--- src/rtl/fifo_wr_arb_pkg.sv ---
// Shared types and helpers for the round-robin buffer write arbiter.
// The optional per-requester statistics are enabled by FIFO_WR_ARB_STATS_EN.
package fifo_wr_arb_pkg;

   typedef enum logic {
      IDLE  = 1'b0,
      BURST = 1'b1
   } state_e;

   localparam int DATA_W_DEFAULT = 16;

   // Index wrap by comparison so non-power-of-two requester counts work.
   function automatic int wrap_inc(input int idx, input int n);
      return (idx >= n - 1) ? 0 : idx + 1;
   endfunction

endpackage

--- src/rtl/fifo_write_arbiter_rr_picker.sv ---
// Combinational round-robin picker: first valid index strictly after last_grant_i,
// wrapping modulo NUM_REQ, so last_grant_i itself is the lowest priority.
module rr_picker
   import fifo_wr_arb_pkg::*;
#(
   parameter  int NUM_REQ = 4,
   localparam int IDX_W   = $clog2(NUM_REQ)
) (
   input  logic [NUM_REQ-1:0] valid_i,
   input  logic [IDX_W-1:0]   last_grant_i,
   output logic [IDX_W-1:0]   pick_o,
   output logic               any_valid_o
);

   logic [IDX_W-1:0] idx;
   logic             found;

   // NOTE: every variable gets a default before the loop so no latch is inferred.
   always_comb begin
      pick_o = last_grant_i;
      found  = 1'b0;
      idx    = last_grant_i;
      for (int k = 0; k < NUM_REQ; k++) begin
         idx = IDX_W'(wrap_inc(int'(idx), NUM_REQ));
         if (!found && valid_i[idx]) begin
            found  = 1'b1;
            pick_o = idx;
         end
      end
   end

   assign any_valid_o = |valid_i;

endmodule

--- src/rtl/fifo_write_arbiter.sv ---
// Round-robin arbiter sharing the write port of the dual-clock buffer among NUM_REQ producers.
// Define FIFO_WR_ARB_STATS_EN to add per-requester accepted-word counters (stat_sel/stat_count).
module fifo_write_arbiter
   import fifo_wr_arb_pkg::*;
#(
   parameter  int NUM_REQ   = 4,
   parameter  int DATA_W    = DATA_W_DEFAULT,
   parameter  int MAX_BURST = 4,
   parameter  int CNT_W     = 16,
   localparam int IDX_W     = $clog2(NUM_REQ)
) (
   input  logic                      clock,
   input  logic                      reset_n,
   input  logic [NUM_REQ-1:0]        req_valid,
   input  logic [NUM_REQ*DATA_W-1:0] req_data,
   output logic [NUM_REQ-1:0]        req_ready,
   input  logic                      buffer_full,
   output logic [DATA_W-1:0]         data_1,
   output logic                      data_1_en,
   output logic [IDX_W-1:0]          grant_id,
`ifdef FIFO_WR_ARB_STATS_EN
   input  logic [IDX_W-1:0]          stat_sel,
   output logic [CNT_W-1:0]          stat_count,
`endif
   output logic                      busy
);

   localparam int           BW       = $clog2(MAX_BURST) + 1;
   localparam logic [BW-1:0] LAST_CNT = BW'(MAX_BURST - 1);

   state_e           state_q;
   logic [IDX_W-1:0] grant_id_q;
   logic [IDX_W-1:0] last_grant_q;
   logic [BW-1:0]    burst_cnt_q;

   logic [IDX_W-1:0] pick;
   logic             any_valid;
   logic             grant_valid;
   logic             xfer;

   rr_picker #(.NUM_REQ(NUM_REQ)) u_picker (
      .valid_i      (req_valid),
      .last_grant_i (last_grant_q),
      .pick_o       (pick),
      .any_valid_o  (any_valid)
   );

   assign grant_valid = req_valid[grant_id_q];
   // Transfer is combinational in BURST so a granted word moves with no extra cycle.
   assign xfer        = (state_q == BURST) && grant_valid && !buffer_full;

   // NOTE: sequential state uses non-blocking assignments only.
   always_ff @(posedge clock or negedge reset_n) begin
      if (!reset_n) begin
         state_q      <= IDLE;
         grant_id_q   <= '0;
         last_grant_q <= IDX_W'(NUM_REQ - 1);
         burst_cnt_q  <= '0;
      end else begin
         case (state_q)
            IDLE: begin
               if (any_valid) begin
                  grant_id_q   <= pick;
                  last_grant_q <= pick;
                  burst_cnt_q  <= '0;
                  state_q      <= BURST;
               end
            end
            BURST: begin
               if (!grant_valid) begin
                  state_q <= IDLE;
               end else if (xfer) begin
                  burst_cnt_q <= burst_cnt_q + 1'b1;
                  if (burst_cnt_q == LAST_CNT) state_q <= IDLE;
               end
            end
            default: state_q <= IDLE;
         endcase
      end
   end

   assign req_ready = xfer ? (NUM_REQ'(1) << grant_id_q) : '0;
   assign data_1_en = xfer;
   assign data_1    = xfer ? req_data[grant_id_q*DATA_W +: DATA_W] : '0;
   assign grant_id  = grant_id_q;
   assign busy      = (state_q == BURST);

`ifdef FIFO_WR_ARB_STATS_EN
   logic [CNT_W-1:0] cnt_q [NUM_REQ];
   logic [CNT_W-1:0] stat_count_q;

   // NOTE: the counters are a handful of flops, not a RAM, so they take the async reset.
   always_ff @(posedge clock or negedge reset_n) begin
      if (!reset_n) begin
         for (int i = 0; i < NUM_REQ; i++) cnt_q[i] <= '0;
         stat_count_q <= '0;
      end else begin
         if (xfer && (cnt_q[grant_id_q] != '1))
            cnt_q[grant_id_q] <= cnt_q[grant_id_q] + 1'b1;
         stat_count_q <= cnt_q[stat_sel];
      end
   end

   assign stat_count = stat_count_q;
`endif

endmodule

--- config.mk ---
export PLATFORM = sky130hd
export DESIGN_NAME = fifo_write_arbiter
export DESIGN_NICKNAME = d
export VERILOG_FILES = /design/src/rtl/fifo_wr_arb_pkg.sv /design/src/rtl/fifo_write_arbiter_rr_picker.sv /design/src/rtl/fifo_write_arbiter.sv
export SDC_FILE = /design/constraint.sdc
export NUM_CORES = 1
export LEC_CHECK = 0
export ABC_AREA = 1
export BUFFER_PORTS_ARGS = -buffer_cell sky130_fd_sc_hd__buf_2
export CORE_UTILIZATION = 44
export CTS_BUF_LIST = sky130_fd_sc_hd__clkbuf_8
export DETAILED_ROUTE_END_ITERATION = 7
export PLACE_DENSITY = 0.95
export SYNTH_ARGS = -nofsm -noshare
export SYNTH_HDL_FRONTEND = slang
export SYNTH_SLANG_ARGS = --single-unit
--- constraint.sdc ---
create_clock -name clock -period 2.7 [get_ports clock]
set_input_delay 0.54 -clock clock [delete_from_list [all_inputs] [get_ports clock]]
set_output_delay 0.54 -clock clock [all_outputs]
set_load 0.05 [all_outputs]
Word-level counts from Yosys, hierarchy flattened --
Index checks and enable logic that the tools add are counted.
Storage, ports and cells: flip-flop bits (word level) 8, latch bits 0, bits in writable memories 0, ROM bits 0, input port bits 71, word-level logic and storage cells 69, memories 0
Cells by class: add/subtract/negate cells 5, $mul 0, div/mod/pow operators 0, $lt $le $gt $ge 9, eq/ne operators 4, shifts and indexed selects 2, multiplexer cells 32, bitwise logic cells 1, reduce and logical (&&, ||, !) cells 12
Operators with widths (number):
- variable part select 64 x 7 -> 16 bit | 1
- two-way mux 16 bit | 1
- two-way mux 2 bit | 8
- less-than comparator 2 x 3 -> 1 bit, second input constant | 5
- two-way mux 1 bit | 12
- binary-select mux 1 bit (select 2 bit) | 5
- two-way mux 3 bit | 3
- adder 2 x 1 -> 2 bit, second input constant | 4
- greater-or-equal comparator 2 bit, second input constant | 4
- case mux 3 bit (2 select lines) | 1
- logical AND 1 bit | 5
- logical NOT 1 bit | 4
- two-way mux 4 bit | 1
- inequality test 2 x 1 -> 1 bit, second input constant | 2
- OR reduction 4 bit | 1
- << shifter 1 x 2 -> 4 bit, first input constant | 1
- adder 3 x 1 -> 3 bit, second input constant | 1
- == test 3 x 2 -> 1 bit, second input constant | 1
- AND reduction 3 bit | 1
- inequality test 2 bit, second input constant | 1
- case mux 1 bit (2 select lines) | 1
- AND reduction 2 bit | 1
- NOT 1 bit | 1

Depth between registers and ports, before layout --
depth in word-level cells 14, gate-level depth with buffers 13

Hierarchy --
From an unflattened synthesis, not the netlist that was laid out.
Second synthesis, totals: cell total of the unflattened synthesis 272, area, all modules 1465.2 µm²
By module, submodules not included:
- fifo_write_arbiter | times used 1, cells each 195, area an instance 1054.8 µm², sequential area each 202.7 µm²
- rr_picker | times used 1, cells each 77, area an instance 410.4 µm², sequential area each 0.0 µm²

Worst setup path after synthesis --
OpenSTA, ideal clock, no wires.
kind flip-flop to output port, start point register grant_id_q[1], in the netlist grant_id[1], end point output port data_1[15], arrival 2.218 ns, setup slack -0.058 ns, stages on the path, launching flop included 8, buffers on the path 1, cells stage by stage dfrtp_1 > inv_2 > nor2_4 > a22oi_1 > o221ai_2 > nand3_2 > buf_6 > nor2_1
On the way: longest elaborated chain between the ends 5
RTL lines:
- start: declaration | line fifo_write_arbiter.sv:32 | logic [IDX_W-1:0] grant_id_q;
- start signal: assignment | line fifo_write_arbiter.sv:63 | grant_id_q <= pick;
- branches (longest 4 deep; another with variable part select 64 x 7 -> 16 bit)
- two-way mux 16 bit (*) | line fifo_write_arbiter.sv:84 | assign data_1 = xfer ? req_data[grant_id_q*DATA_W +: DATA_W] : '0;
- end: declaration | line fifo_write_arbiter.sv:18 | output logic [DATA_W-1:0] data_1,
Every way passes the cells marked *. The select of a mux whose other input is x is not followed.

Worst setup path in the final report --
start point register grant_id_q[1], in the netlist grant_id[1], end point output port req_ready[2]
On the way: longest elaborated chain between the ends 5
RTL lines:
- binary-select mux 1 bit (select 2 bit) | line fifo_write_arbiter.sv:48 | assign grant_valid = req_valid[grant_id_q];
- two-way mux 1 bit (implied by the code) | line fifo_write_arbiter.sv:48
- logical AND 1 bit (2 in series) | line fifo_write_arbiter.sv:50 | assign xfer = (state_q == BURST) && grant_valid && !buffer_full;
- two-way mux 4 bit (*) | line fifo_write_arbiter.sv:82 | assign req_ready = xfer ? (NUM_REQ'(1) << grant_id_q) : '0;
- end: declaration | line fifo_write_arbiter.sv:16 | output logic [NUM_REQ-1:0] req_ready,
Every way passes the cells marked *; elsewhere a longest branch is shown, timed or not. The select of a mux whose other input is x is not followed.

==> flow_summary_export.csv <==
group,metric,value,unit
floorplan,die_width,55.0,um
timing,fmax,411,MHz
floorplan,die_h,55.0,um
detailed_routing,ant_nets,0,
placement,dp.final_hpwl,3.25,mm
finish,num_antenna_cells,0,
finish,nets,383,
floorplan,row_count,18,
synth,synth_cell_types,27,
clocking,cts_root_buffer,"clkbuf_8",
finish,nFillCells,238,
finish,fin_area,1790,um2
timing,rsz0062_at_grt,"false",
global_routing,antenna_found_initial,0,
timing,tightest_slew,0.462,ns
finish,mostFrequentLayoutCells,"95 x nand2_1, 94 x buf_2, 30 x nand3_1",
placement,pre_cts_ws,0.454,ns
synth,synth-seq-area-share,16.4,%
worst_setup_path,crit_slowest_cell,"dfrtp_1",
status,status,"finished, final reports clean",
pwr,power,2240,uW
finish,syn_to_final_growth,45.0,%
global_routing,grt_pass1_vias,1446,
worst_setup_path,critical_path_class,"register to output pin",
pwr,irDropWorstVdd,841,uV
timing,fin_crit_sh,90.0,%
clocking,cts.repair.resized,0,
worst_setup_path,r2r_setup_slack,0.68,ns
finish,ff_latch_area,203,um2
worst_setup_path,required,2.16,ns
pwr,power.density,1250,nW/um2
hold_path,hold_path.class,"input pin to async pin",
global_routing,grt-ovfl-total,0,
worst_setup_path,regToRegStartpoint,"last_grant_q[0]",
detailed_routing,drtIter0Drc,32,
clocking,cts-htree-levels,1,
clocking,cts_tree,"done",
global_routing,grt_usage,26.6,%
synth,synth_area_per_cell,5.79,um2
timing,finalHoldViolations,0,
synth,synth_nets,287,
floorplan,start_util,48.1,%
clocking,cts_hold_buf,0,
worst_setup_path,r2r_cells,11,
detailed_routing,route.vias.total,1752,
detailed_routing,dr.pass1.iters,4,
pwr,p_leak,0.00110,uW
detailed_routing,viasPerCell,5.18,
synth,synth.top_cell.area_share,28.9,%
worst_setup_path,cp.arrival,1.89,ns
worst_setup_path,cp_max_fo,20,
worst_setup_path,cpPeakStageDelay,0.44,ns
synth,syn_area,1230,um2
worst_setup_path,r2r-end,"grant_id[0]",
finish,multi_input_area,912,um2
timing,max-slew-margin-rel,69.1,%
clocking,clk_pin_slew,0.05,ns
worst_setup_path,cp_num_buf_inv,3,
detailed_routing,drc,0,
clocking,cts_num_sinks,8,
clocking,clockBufferDepth,2,
placement,post_dp_cell_area,1740,um2
clocking,post_cts_buffers,0,
timing,setup_viol,0,
placement,routabilityCongestion,0.932,
worst_setup_path,cp_top_family,"buffers and inverters",
worst_setup_path,end_kind,"output pin",
timing,clock_skew,0.00903,ns
clocking,cts_made_buffers,3,
synth,synth-seq-cells,8,
worst_setup_path,startpoint_type,"register",
floorplan,io_pins,95,
timing,period_minus_slack,2.43,ns
timing,drv_slew,0,
flow_run,drv_cap,0,
clocking,clock_latency,0.24,ns
detailed_routing,wire_per_inst,11.8,um
floorplan,die_area,3020,um2
placement,portBuffers,94,
timing,fin_ws,0.269,ns
detailed_routing,drt_wl_total,4.00,mm
floorplan,core_area,2570,um2
finish,drive_gt1_share,39.9,%
worst_setup_path,path_cells,"inv_2 -> nand2_1 -> o221ai_2 -> nand3_2 -> buf_12 -> nor3_4 -> buf_2",
synth,netlist_instances,213,
global_routing,grt_pass1_wl,5.80,mm
synth,netlist_top_cells_area,"nand2_1 29%, dfrtp_1 12%, nand3_1 12%, a221oi_1 11%, nor2_1 5.2%",
finish,mostFrequentLayoutCell,"nand2_1",
global_routing,grt_max_degree,21,
synth,synth-warning-count,0,
synth,synth.largest_area_cell,"nand2_1",
-- worst reg2reg max path: stages, from the launching register on --
cell,delay [ns]
dfstp_2,0.38
ha_1,0.23
nor2_2,0.38
nand2_1,0.13
nand3_1,0.15
nand2_1,0.10
nor2_2,0.18
nand3_1,0.10
nand2_1,0.07
inv_1,0.04
nand2_1,0.09
nand2_1,0.05
-- how the worst max path moves through the flow --
stage,start,end,slack (ns),depth (start not counted)
global route,grant_id[1],data_1[1],0.08,7
floorplan,grant_id[1],data_1[15],-0.06,7
CTS,grant_id[1],req_ready[2],0.25,7
detailed placement,req_valid[1],req_ready[2],0.45,7
global placement,req_valid[1],req_ready[2],0.50,7
finish,grant_id[1],req_ready[2],0.27,7
-- cell families (layout without fill, tap and decap cells) --
family          Yosys count  count (layout)  synth area share [%]
simple gates            151             151                  52.3
flops                     8               8                  16.4
compound gates           25              25                  17.7
fa+ha+maj                 3               3                  3.04
buf+inv                  26             121                  10.4
-- power by group --
| group | switching, uW | internal (uW) |
|---|---|---|
| logic | 1240 | 587 |
| clock network | 51.2 | 98.8 |
| registers | 69.1 | 187 |
-- metrics by stage --
stage	setup TNS (ns)	instances	hold slack [ns]	util (%)
after floorplan	-0.747	213	0.244	-
after global placement	0	334	0.390	67.9
final	0	338	0.136	69.7
after detailed placement	0	334	0.392	67.9
after CTS	0	338	0.138	69.7
after global routing	0	338	0.149	69.7
-- layout make-up --
cell class,count,share of cell area [%]
clock inverter,1,0.210
sequential,8,11.3
clock buffer,3,2.31
timing repair buffer,100,29.5
multi-input combinational,179,51.0
tap,30,2.10
inverter,17,3.57
-- sequential cells by signal, indices dropped and copies added (netlist names) --
name	cells
busy	1
last_grant_q	2
grant_id	2
burst_cnt_q	3
-- layer usage --
metal | track usage, % | part of all wire (%) | wire length, um | vias up
li1 | - | - | - | 907
met1 | 33.5 | 40 | 1590 | 764
met2 | 46.2 | 52 | 2060 | 75
met3 | 2.73 | 7.4 | 295 | 6
met4 | 10.4 | 1.2 | 49 | 0
met5 | 0 | 0 | 0 | -
-- cells in the mapped netlist --
library cell  number
dfstp_2            2
nor2_1            17
nor3_4             1
clkinv_1           1
nand3_2            1
nand3_1           30
buf_6              4
clkbuf_1           3
a31o_2             1
a21oi_1            1
inv_1             14
a21oi_4            1
o21ai_0            2
ha_1               3
nand2_2            1
buf_2              1
inv_2              2
a41oi_1            1
nor2_4             1
a221oi_1          16
dfrtp_1            6
buf_1              1
o221ai_2           1
nand2_1           95
a22oi_1            1
o21bai_1           1
nor2_2             5
Note: power is estimated with default switching activity, not from simulation.
